**src/rtl/serial_add_pkg.sv**
```systemverilog
// ============================================================================
// serial_add_pkg : shared types and limits for the bit-serial adder
// Rev 1.0
// ============================================================================
`default_nettype none

package serial_add_pkg;

    typedef enum logic [1:0] {
        IDLE = 2'd0,
        RUN  = 2'd1,
        DONE = 2'd2
    } sa_state_t;

    localparam int SA_WIDTH_MIN = 2;
    localparam int SA_WIDTH_MAX = 32;

endpackage

`default_nettype wire

```
**src/rtl/full_adder_cell.sv**
```systemverilog
// ============================================================================
// full_adder_cell : full adder built from two half adders and an OR
// Rev 1.0
// ============================================================================
`default_nettype none

module full_adder_cell (
    input  logic a,
    input  logic b,
    input  logic cin,
    output logic s,
    output logic cout
);

    logic w_s0;
    logic w_c0;
    logic w_c1;

    half_adder u_ha0 (
        .a (a),
        .b (b),
        .s (w_s0),
        .c (w_c0)
    );

    half_adder u_ha1 (
        .a (w_s0),
        .b (cin),
        .s (s),
        .c (w_c1)
    );

    assign cout = w_c0 | w_c1;

endmodule

`default_nettype wire

```
**src/rtl/half_adder.sv**
```systemverilog
// ============================================================================
// half_adder : one-bit half adder (sum = a ^ b, carry = a & b)
// Rev 1.0
// ============================================================================
`default_nettype none

module half_adder (
    input  logic a,
    input  logic b,
    output logic s,
    output logic c
);

    assign s = a ^ b;
    assign c = a & b;

endmodule

`default_nettype wire

```
**src/rtl/serial_add_ctrl.sv**
```systemverilog
// ============================================================================
// serial_add_ctrl : bit-serial adder, one full-adder cell over WIDTH cycles
// Rev 1.0
// ============================================================================
`default_nettype none

module serial_add_ctrl
    import serial_add_pkg::*;
#(
    parameter int WIDTH = 8
) (
    input  logic             clk,
    input  logic             rst_n,
    input  logic             in_valid,
    output logic             in_ready,
    input  logic [WIDTH-1:0] a,
    input  logic [WIDTH-1:0] b,
    output logic             out_valid,
    input  logic             out_ready,
    output logic [WIDTH-1:0] sum,
    output logic             cout,
    output logic             busy
);

    localparam int              CNT_W  = (WIDTH > 1) ? $clog2(WIDTH) : 1;
    localparam logic [CNT_W-1:0] C_LAST = CNT_W'(WIDTH - 1);

    generate
        if (WIDTH < SA_WIDTH_MIN || WIDTH > SA_WIDTH_MAX) begin : g_bad_width
            $error("serial_add_ctrl: WIDTH out of range");
        end
    endgenerate

    sa_state_t        r_state;
    sa_state_t        w_state_next;
    logic [WIDTH-1:0] r_a_sh;
    logic [WIDTH-1:0] r_b_sh;
    logic [WIDTH-1:0] r_sum_sh;
    logic             r_carry;
    logic [CNT_W-1:0] r_bit_cnt;
    logic             w_s;
    logic             w_c;
    logic             w_last;
    logic [WIDTH-1:0] w_sum_next;
    logic             w_unused_lsb;

    full_adder_cell u_fa (
        .a    (r_a_sh[0]),
        .b    (r_b_sh[0]),
        .cin  (r_carry),
        .s    (w_s),
        .cout (w_c)
    );

    assign w_last       = (r_bit_cnt == C_LAST);
    assign w_sum_next   = {w_s, r_sum_sh[WIDTH-1:1]};
    // The LSB of the shift register is always shifted out before the result is taken.
    assign w_unused_lsb = r_sum_sh[0];

    always_ff @(posedge clk) begin
        if (!rst_n) begin
            r_state <= IDLE;
        end else begin
            r_state <= w_state_next;
        end
    end

    always_comb begin
        w_state_next = r_state;
        in_ready     = 1'b0;
        out_valid    = 1'b0;
        busy         = 1'b0;
        case (r_state)
            IDLE: begin
                in_ready = 1'b1;
                if (in_valid) begin
                    w_state_next = RUN;
                end
            end
            RUN: begin
                busy = 1'b1;
                if (w_last) begin
                    w_state_next = DONE;
                end
            end
            DONE: begin
                busy      = 1'b1;
                out_valid = 1'b1;
                if (out_ready) begin
                    w_state_next = IDLE;
                end
            end
            default: begin
                w_state_next = IDLE;
            end
        endcase
    end

    always_ff @(posedge clk) begin
        if (!rst_n) begin
            r_a_sh    <= '0;
            r_b_sh    <= '0;
            r_sum_sh  <= '0;
            r_carry   <= 1'b0;
            r_bit_cnt <= '0;
            sum       <= '0;
            cout      <= 1'b0;
        end else begin
            case (r_state)
                IDLE: begin
                    if (in_valid) begin
                        r_a_sh    <= a;
                        r_b_sh    <= b;
                        r_carry   <= 1'b0;
                        r_bit_cnt <= '0;
                    end
                end
                RUN: begin
                    r_a_sh    <= {1'b0, r_a_sh[WIDTH-1:1]};
                    r_b_sh    <= {1'b0, r_b_sh[WIDTH-1:1]};
                    r_sum_sh  <= w_sum_next;
                    r_carry   <= w_c;
                    r_bit_cnt <= r_bit_cnt + CNT_W'(1);
                    if (w_last) begin
                        sum  <= w_sum_next;
                        cout <= w_c;
                    end
                end
                default: begin
                end
            endcase
        end
    end

endmodule

`default_nettype wire

```
**config.mk**
```make
export PLATFORM = sky130hd
export DESIGN_NAME = serial_add_ctrl
export DESIGN_NICKNAME = d
export VERILOG_FILES = /design/src/rtl/serial_add_pkg.sv /design/src/rtl/full_adder_cell.sv /design/src/rtl/half_adder.sv /design/src/rtl/serial_add_ctrl.sv
export SDC_FILE = /design/constraint.sdc
export NUM_CORES = 1
export LEC_CHECK = 0
export ABC_AREA = 1
export CORE_MARGIN = 2
export CORE_UTILIZATION = 50
export DETAILED_ROUTE_END_ITERATION = 16
export GPL_ROUTABILITY_DRIVEN = 0
export GPL_TIMING_DRIVEN = 0
export PLACE_DENSITY = 0.74
export SETUP_SLACK_MARGIN = 0.3
export SLEW_MARGIN = 25
export SYNTH_ARGS = -nofsm -noshare
export SYNTH_HDL_FRONTEND = slang
export SYNTH_SLANG_ARGS = --single-unit
```
**constraint.sdc**
```tcl
create_clock -name clk -period 1.61 [get_ports clk]
set_clock_uncertainty 0.2 [all_clocks]
set_input_delay 0.322 -clock clk [delete_from_list [all_inputs] [get_ports clk]]
set_output_delay 0.322 -clock clk [all_outputs]
set_load 0.005 [all_outputs]
```
; After elaboration in Yosys (flattened, before gate mapping)
; Index checks and enable logic that the tools add are counted.
[classes]
n_mul = 0
add_sub_neg = 1
n_shift = 0
div = 0
n_lt_le_gt_ge = 0
eq_ne = 6
n_reduce_logical = 6
muxes = 15
bitwise = 5
[op_table]
columns = op, count
row1 = $pmux 8 s2, 2
row2 = $mux 8, 2
row3 = $mux 2, 3
row4 = $ne 2x2->1 const B, 3
row5 = $pmux 2 s3, 1
row6 = $pmux 3 s2, 1
row7 = $mux 1, 4
row8 = $reduce_and 2->1, 2
row9 = $add 3x1->3 const B, 1
row10 = $eq 3x3->1 const B, 1
row11 = $mux 3, 1
row12 = $reduce_and 3->1, 1
row13 = $and 1x1->1, 2
row14 = $eq 2x1->1 const B, 1
row15 = $eq 2x2->1 const B, 1
row16 = $logic_not 2->1, 1
row17 = $pmux 1 s2, 1
row18 = $reduce_bool 2->1, 1
row19 = $reduce_or 2->1, 1
row20 = $xor 1x1->1, 2
row21 = $or 1x1->1, 1
[word_totals]
input_bits = 20
reg_bits = 39
romBits = 0
latchBits = 0
mem_bits_rw = 0
elab_cells = 41
n_memories = 0

; Depth between registers and ports, before layout
; Gate-level depths: netlist of the first run.
[logic_depth]
ltp_word = 4
depth_mapped = 9
mapped_depth_nobuf = 8

; By module
; A second synthesis of the first run with hierarchy kept.
[hier_totals]
hier_cells = 236
hier_area_um2 = 1661.6
[modules_own_cells]
columns = mod, area_per_inst_um2, cells_per_inst, n_inst
row1 = serial_add_ctrl, 1625.3, 231, 1
row2 = half_adder, 12.5, 1, 2
row3 = full_adder_cell, 11.3, 3, 1

; Worst setup path before layout of the first run
; Ideal clock, no wire load.
[synth_path]
kind = register -> register
start = register r_state[1]
end = register r_a_sh[1]
path_stages_with_launch = 9
synth_period_minus_slack_ns = 1.475
slack_ns = 0.135
setup_time_ns = 0.116
arrival_ns = 1.159
cell_sequence = dfxtp_1 > inv_1 > ha_1 > buf_4 > nand2_2 > nand2_4 > buf_4 > o21ai_0 > nor2_1
[synth_via]
elab_chain_len = 3
[synth_rtl]
columns = item, line
row1 = from (decl), serial_add_ctrl.sv:34  ; sa_state_t r_state;
row2 = from (signal assigned), serial_add_ctrl.sv:64  ; r_state <= w_state_next;
row3 = $eq 2x1->1 or $logic_not 2->1 (tied branches), serial_add_ctrl.sv:109  ; case (r_state)
row4 = $reduce_bool 2->1 (no line) or $ne 2x2->1 (tied branches), --
row5 = $reduce_and 2->1 (no line), --
row6 = to (signal assigned), serial_add_ctrl.sv:119  ; r_a_sh <= {1'b0, r_a_sh[WIDTH-1:1]};
row7 = to (decl), serial_add_ctrl.sv:36  ; logic [WIDTH-1:0] r_a_sh;
; Several ways; a longest one is shown, not always the timed one.
; A chain may end at the register's enable or synchronous reset.

; Worst setup path in the final report of the first run
[layout_path]
start = register r_state[1]
end = register r_a_sh[7]
; Same word-level chain as after synthesis.

==> flow_summary.ini, run 1 <==
[status]
status = finished, violations left
violations = setup timing

[cts]
clk_pin_slew_worst_paths_ps = 140
hold_buffers = 0
cts.sinks = 38
numCtsBuffers = 5
clock_latency_ps = 360
cts_tree = done
cts_buffer_depth = 2
htreeDepth = 2
cts-root-buf = clkbuf_4

[floorplan]
io_pins = 32
core_sq_um = 3080
die_y_um = 61.3
start_util = 0.534
die_x_um = 61.3
dieArea_sq_um = 3760
num_rows = 20

[finish]
fin_nets = 326
drive_above_1_share = 0.518
design_area_sq_um = 2910
fill_cells = 84
areaGrowthSynthToFinish_pct = 77.2
fin_util = 0.946

[critical_path]
crit_path_top_delay_cell = dfxtp_2
crit_buf_inv = 5
cp_cell_sequence = inv_4, buf_6, ha_4, buf_12, nand2_8, nand2_8, inv_8, buf_6, nand2_2, a21oi_2
cp-start-kind = register
cp-end-kind = register
crit_path_max_incr_delay_ps = 390
critPathTopFamily = buffers and inverters
crit_fanout = 5
required_ps = 1680
arrival_ps = 1830
crit_type = reg2reg
reg2reg_setup_slack_ps = -160

[global_routing]
grt_overflow = 0
grt_max_degree = 13
grt_usage = 0.293
grt_pass1_vias = 1759
antenna_found_initial = 1
grt_first_pass_wirelength_mm = 7.89

[timing]
slew_headroom = 0.744
final-setup-viol-count = 35
rsz0062_at_grt = yes
setup_slack_ps = -156
worst_pin_slew_ps = 385
hold_violations = 0
drv_slew = 0
fin_crit_sh = 1.10
tns_ps = -2840
fmax_mhz = 566
post-route-min-period_ps = 1770

[power]
p_leak_nw = 1.23
vdd_drop_max_mv = 0.851
power_density_nw_per_um2 = 987

[logic_synthesis]
syn_area_sq_um = 1640
synth.avg_cell_area_sq_um = 7.08
synth-seq-area-share = 0.463
yosysWarnings = 0
synth_nets = 258
ys_ff_latch = 38
synth_cell_types = 17
synthCells = 232

[route]
drc = 0
drt_iter0_drc = 244
routedWlPerCell_um = 21.3
antenna_left = 0
wl_mm = 7.37
viasPerCell = 6.08
firstDrtPassIters = 5
vias = 2104

[place]
dp_hpwl_mm = 2.34
placed_area_sq_um = 2060
pre_cts_slack_ps = -194
portBuffers = 31

[hold_path]
min_path_type = reg2reg

[flow_run]
maxCapViolCount = 0
[synth_stat cells]
cell / count / area [sq um]
dfxtp_1: 38 / 761
nor2_1: 62 / 233
ha_1: 5 / 62.6
buf_1: 1 / 3.75
fa_1: 1 / 20.0
clkbuf_1: 2 / 7.51
nand3_1: 4 / 20.0
nand2_2: 2 / 12.5
buf_4: 5 / 37.5
inv_1: 8 / 30.0
o21ai_0: 30 / 150
inv_2: 3 / 11.3
buf_6: 1 / 11.3
nand2_1: 59 / 221
nand2_4: 1 / 11.3
buf_2: 2 / 10.0
a21oi_1: 8 / 40.0
[layout by cell type, fill, tap and decap left out, types with 3 or more instances in the layout]
master           instances
dfxtp_1                 26
o21ai_0                  9
clkbuf_4                 5
nand2_2                 10
nand2_4                  3
buf_8                    5
nor2_1                  34
buf_6                   19
a21oi_2                  7
dfxtp_2                 12
nor2_2                  18
clkdlybuf4s50_1         19
buf_2                    7
ha_4                     4
nand2_8                  4
nor2_4                  10
buf_4                   12
inv_1                    5
nand2_1                 47
o21ai_2                 17
[metrics by stage]
| step | power, mW | std cells | hold WS, ps |
|---|---|---|---|
| 2_1_floorplan | 1.46 | 232 | 239 |
| 3_5_place_dp | 1.61 | 307 | 259 |
| 6_report | 2.87 | 346 | 288 |
| 5_1_grt | 2.97 | 345 | 306 |
| 3_3_place_gp | 1.60 | 307 | 251 |
| 4_1_cts | 2.61 | 335 | 269 |
[tightest hold or removal path, delay by kind of cell (launching register included)]
kind,cells,cell delay (ps)
AND/OR/NAND/NOR,1,70
flip-flops,1,340
AO/OA/AOI/OAI,1,40
[path summary, 6_finish.rpt]
| check | from | endpoint | cells after the start |
|---|---|---|---|
| min reg2reg | r_bit_cnt[1] | r_bit_cnt[1] | 2 |
| min | r_bit_cnt[1] | r_bit_cnt[1] | 2 |
| max | r_state[1] | r_a_sh[7] | 10 |
| max reg2reg | r_state[1] | r_a_sh[7] | 10 |
[layout make-up]
type / count / area [sq um] / share of cell area
multi-input combinational: 174 / 1190 / 0.408
sequential: 38 / 776 / 0.267
antenna: 1 / 2.50 / 0.000860
buffer: 11 / 130 / 0.0447
timing repair inverter: 1 / 7.51 / 0.00258
timing repair buffer: 58 / 604 / 0.208
tap: 44 / 55.1 / 0.0189
clock inverter: 3 / 40.0 / 0.0138
clock buffer: 5 / 37.5 / 0.0129
inverter: 11 / 71.3 / 0.0245
[routing by layer]
layer / vias to the layer above / global-route usage / routed length [um]
li1: 875 / - / -
met1: 986 / 0.317 / 2560
met2: 174 / 0.503 / 3650
met3: 69 / 0.0882 / 649
met4: 0 / 0.171 / 505
met5: - / 0 / 0
[state kept, by name, indices dropped and copies added (netlist names)]
| signal | count |
|---|---|
| cout | 1 |
| r_a_sh | 8 |
| r_b_sh | 8 |
| r_bit_cnt | 3 |
| r_carry | 1 |
| r_state | 2 |
| r_sum_sh | 7 |
| sum | 8 |
[cell families after synthesis]
family / synth area share
AOI/OAI and AO/OA: 0.116
buffers and inverters: 0.0678
adders and majority gates: 0.0503
and+or+nand+nor: 0.303
DFF: 0.463
[timing repair]
item / in CTS / in global routing
endpoints found under the setup margin: 50 / 50
endpoints found under the hold margin: 0 / 0
pin swaps: 28 / 24
gates cloned: 8 / 2
resized for setup: 166 / 49
buffers inserted: 12 / 8
[power by group]
group | total [mW] | switching (mW) | internal [mW]
logic | 1.08 | 0.567 | 0.511
registers | 1.14 | 0.100 | 1.04
clock network | 0.659 | 0.337 | 0.322
total | 2.87 | 1.00 | 1.87
(Power assumes the default switching activity.)
==> run 2: changes to the inputs <==
--- a/config.mk
+++ b/config.mk
@@ -12,6 +12,7 @@
 export GPL_ROUTABILITY_DRIVEN = 0
 export GPL_TIMING_DRIVEN = 0
 export PLACE_DENSITY = 0.74
+export RECOVER_POWER = 100
 export SETUP_SLACK_MARGIN = 0.3
 export SLEW_MARGIN = 25
 export SYNTH_ARGS = -nofsm -noshare
==> flow_summary.ini, run 2 (same netlist as run 1, synthesis figures left out) <==
[status]
status = finished, violations left
violations = setup timing

[cts]
hold_buffers = 0
cts_buffer_depth = 2
clock_latency_ps = 360
cts_tree = done
cts-root-buf = clkbuf_4
htreeDepth = 2
numCtsBuffers = 5
clk_pin_slew_worst_paths_ps = 140
cts.sinks = 38

[finish]
final_cell_mix = 47 x nand2_1, 34 x nor2_1, 29 x dfxtp_1
layout_commonest_cell = nand2_1
fin_nets = 326
stdcell_count = 346
fill_cells = 87
areaGrowthSynthToFinish_pct = 76.9
reg.largest.list = r_a_sh (8), r_b_sh (8), sum (8)
drive_above_1_share = 0.508

[critical_path]
crit_type = reg2reg
required_ps = 1680
crit_fanout = 5
arrival_ps = 1830
cp-end-kind = register
cp-start-kind = register

[floorplan]
die_x_um = 61.3
io_pins = 32
core_sq_um = 3080
die_y_um = 61.3
num_rows = 20
dieArea_sq_um = 3760
start_util = 0.534

[place]
dpl.cell_count = 307
portBuffers = 31
dp_hpwl_mm = 2.34

[timing]
tns_ps = -2830
post-route-min-period_ps = 1770
fmax_mhz = 566
final-setup-viol-count = 35
setup_slack_ps = -156
hold_violations = 0
rsz0062_at_grt = yes
slew_headroom = 0.744
fin_crit_sh = 1.10
drv_slew = 0
worst_pin_slew_ps = 385

[global_routing]
antenna_found_initial = 1
grt_overflow = 0
grt_usage = 0.293
grt_first_pass_wirelength_mm = 7.89
grt_max_degree = 13
grt_pass1_vias = 1759

[route]
firstDrtPassIters = 5
routedWlPerCell_um = 21.3
vias = 2104
drt_iter0_drc = 244
antenna_left = 0
viasPerCell = 6.08
wl_mm = 7.37
drc = 0

[power]
p_leak_nw = 1.23
power_density_nw_per_um2 = 989
vdd_drop_max_mv = 0.851

[hold_path]
min_path_type = reg2reg

[flow_run]
maxCapViolCount = 0
-- run 2: cell types whose count changed in the layout (fill, tap and decap cells not counted) --
cell	change
dfxtp_2	-3
dfxtp_1	+3
-- run 2: per-stage QoR --
step                      hold slack [ps]  total power, mW  worst slack, ps  utilization  area, sq um
final                                 288             2.87             -156        0.944         2910
after CTS                             269             2.61            -19.1        0.857         2640
after detailed placement              259             1.61             -194        0.670         2060
after floorplan                       239             1.46              245            -         1700
after global placement                251             1.60             -158        0.670         2060
after global routing                  306             2.97             -242        0.943         2900
-- run 2: layout make-up --
cell class                 count  area, sq um  share of cell area
sequential                    38          772               0.266
multi-input combinational    174         1190               0.408
timing repair buffer          58          604               0.208
timing repair inverter         1         7.51             0.00258
tap                           44         55.1              0.0189
buffer                        11          130              0.0448
antenna                        1         2.50            0.000861
clock inverter                 3         40.0              0.0138
clock buffer                   5         37.5              0.0129
inverter                      11         71.3              0.0245
-- run 2: what timing repair did --
item | in CTS | in global routing
setup endpoints to repair | 50 | 50
cloned | 8 | 2
buffers inserted | 12 | 8
gates resized for setup | 166 | 49
pin swaps | 28 | 24
-- run 2: final timing paths --
check                from           end  slack [ps]  cells past startpoint
max            r_state[1]     r_a_sh[7]        -160                     10
min          r_bit_cnt[1]  r_bit_cnt[1]         290                      2
max reg2reg    r_state[1]     r_a_sh[7]        -160                     10
min reg2reg  r_bit_cnt[1]  r_bit_cnt[1]         290                      2
-- run 2: power breakdown --
part | switching [mW] | total (mW) | internal (mW)
registers | 0.100 | 1.14 | 1.04
clock network | 0.337 | 0.659 | 0.322
logic | 0.567 | 1.08 | 0.511
-- run 2: critical path, stage by stage, from the launching register on --
cell	delay [ps]
dfxtp_2	390
inv_4	60
buf_6	120
ha_4	180
buf_12	150
nand2_8	70
nand2_8	80
inv_8	90
buf_6	130
nand2_2	70
a21oi_2	150
-- run 2: per-layer routing --
layer / track usage / part of all wire / vias to the layer above
li1: - / - / 875
met1: 0.317 / 0.35 / 986
met2: 0.503 / 0.50 / 174
met3: 0.0882 / 0.088 / 69
met4: 0.171 / 0.069 / 0
met5: 0 / 0 / -
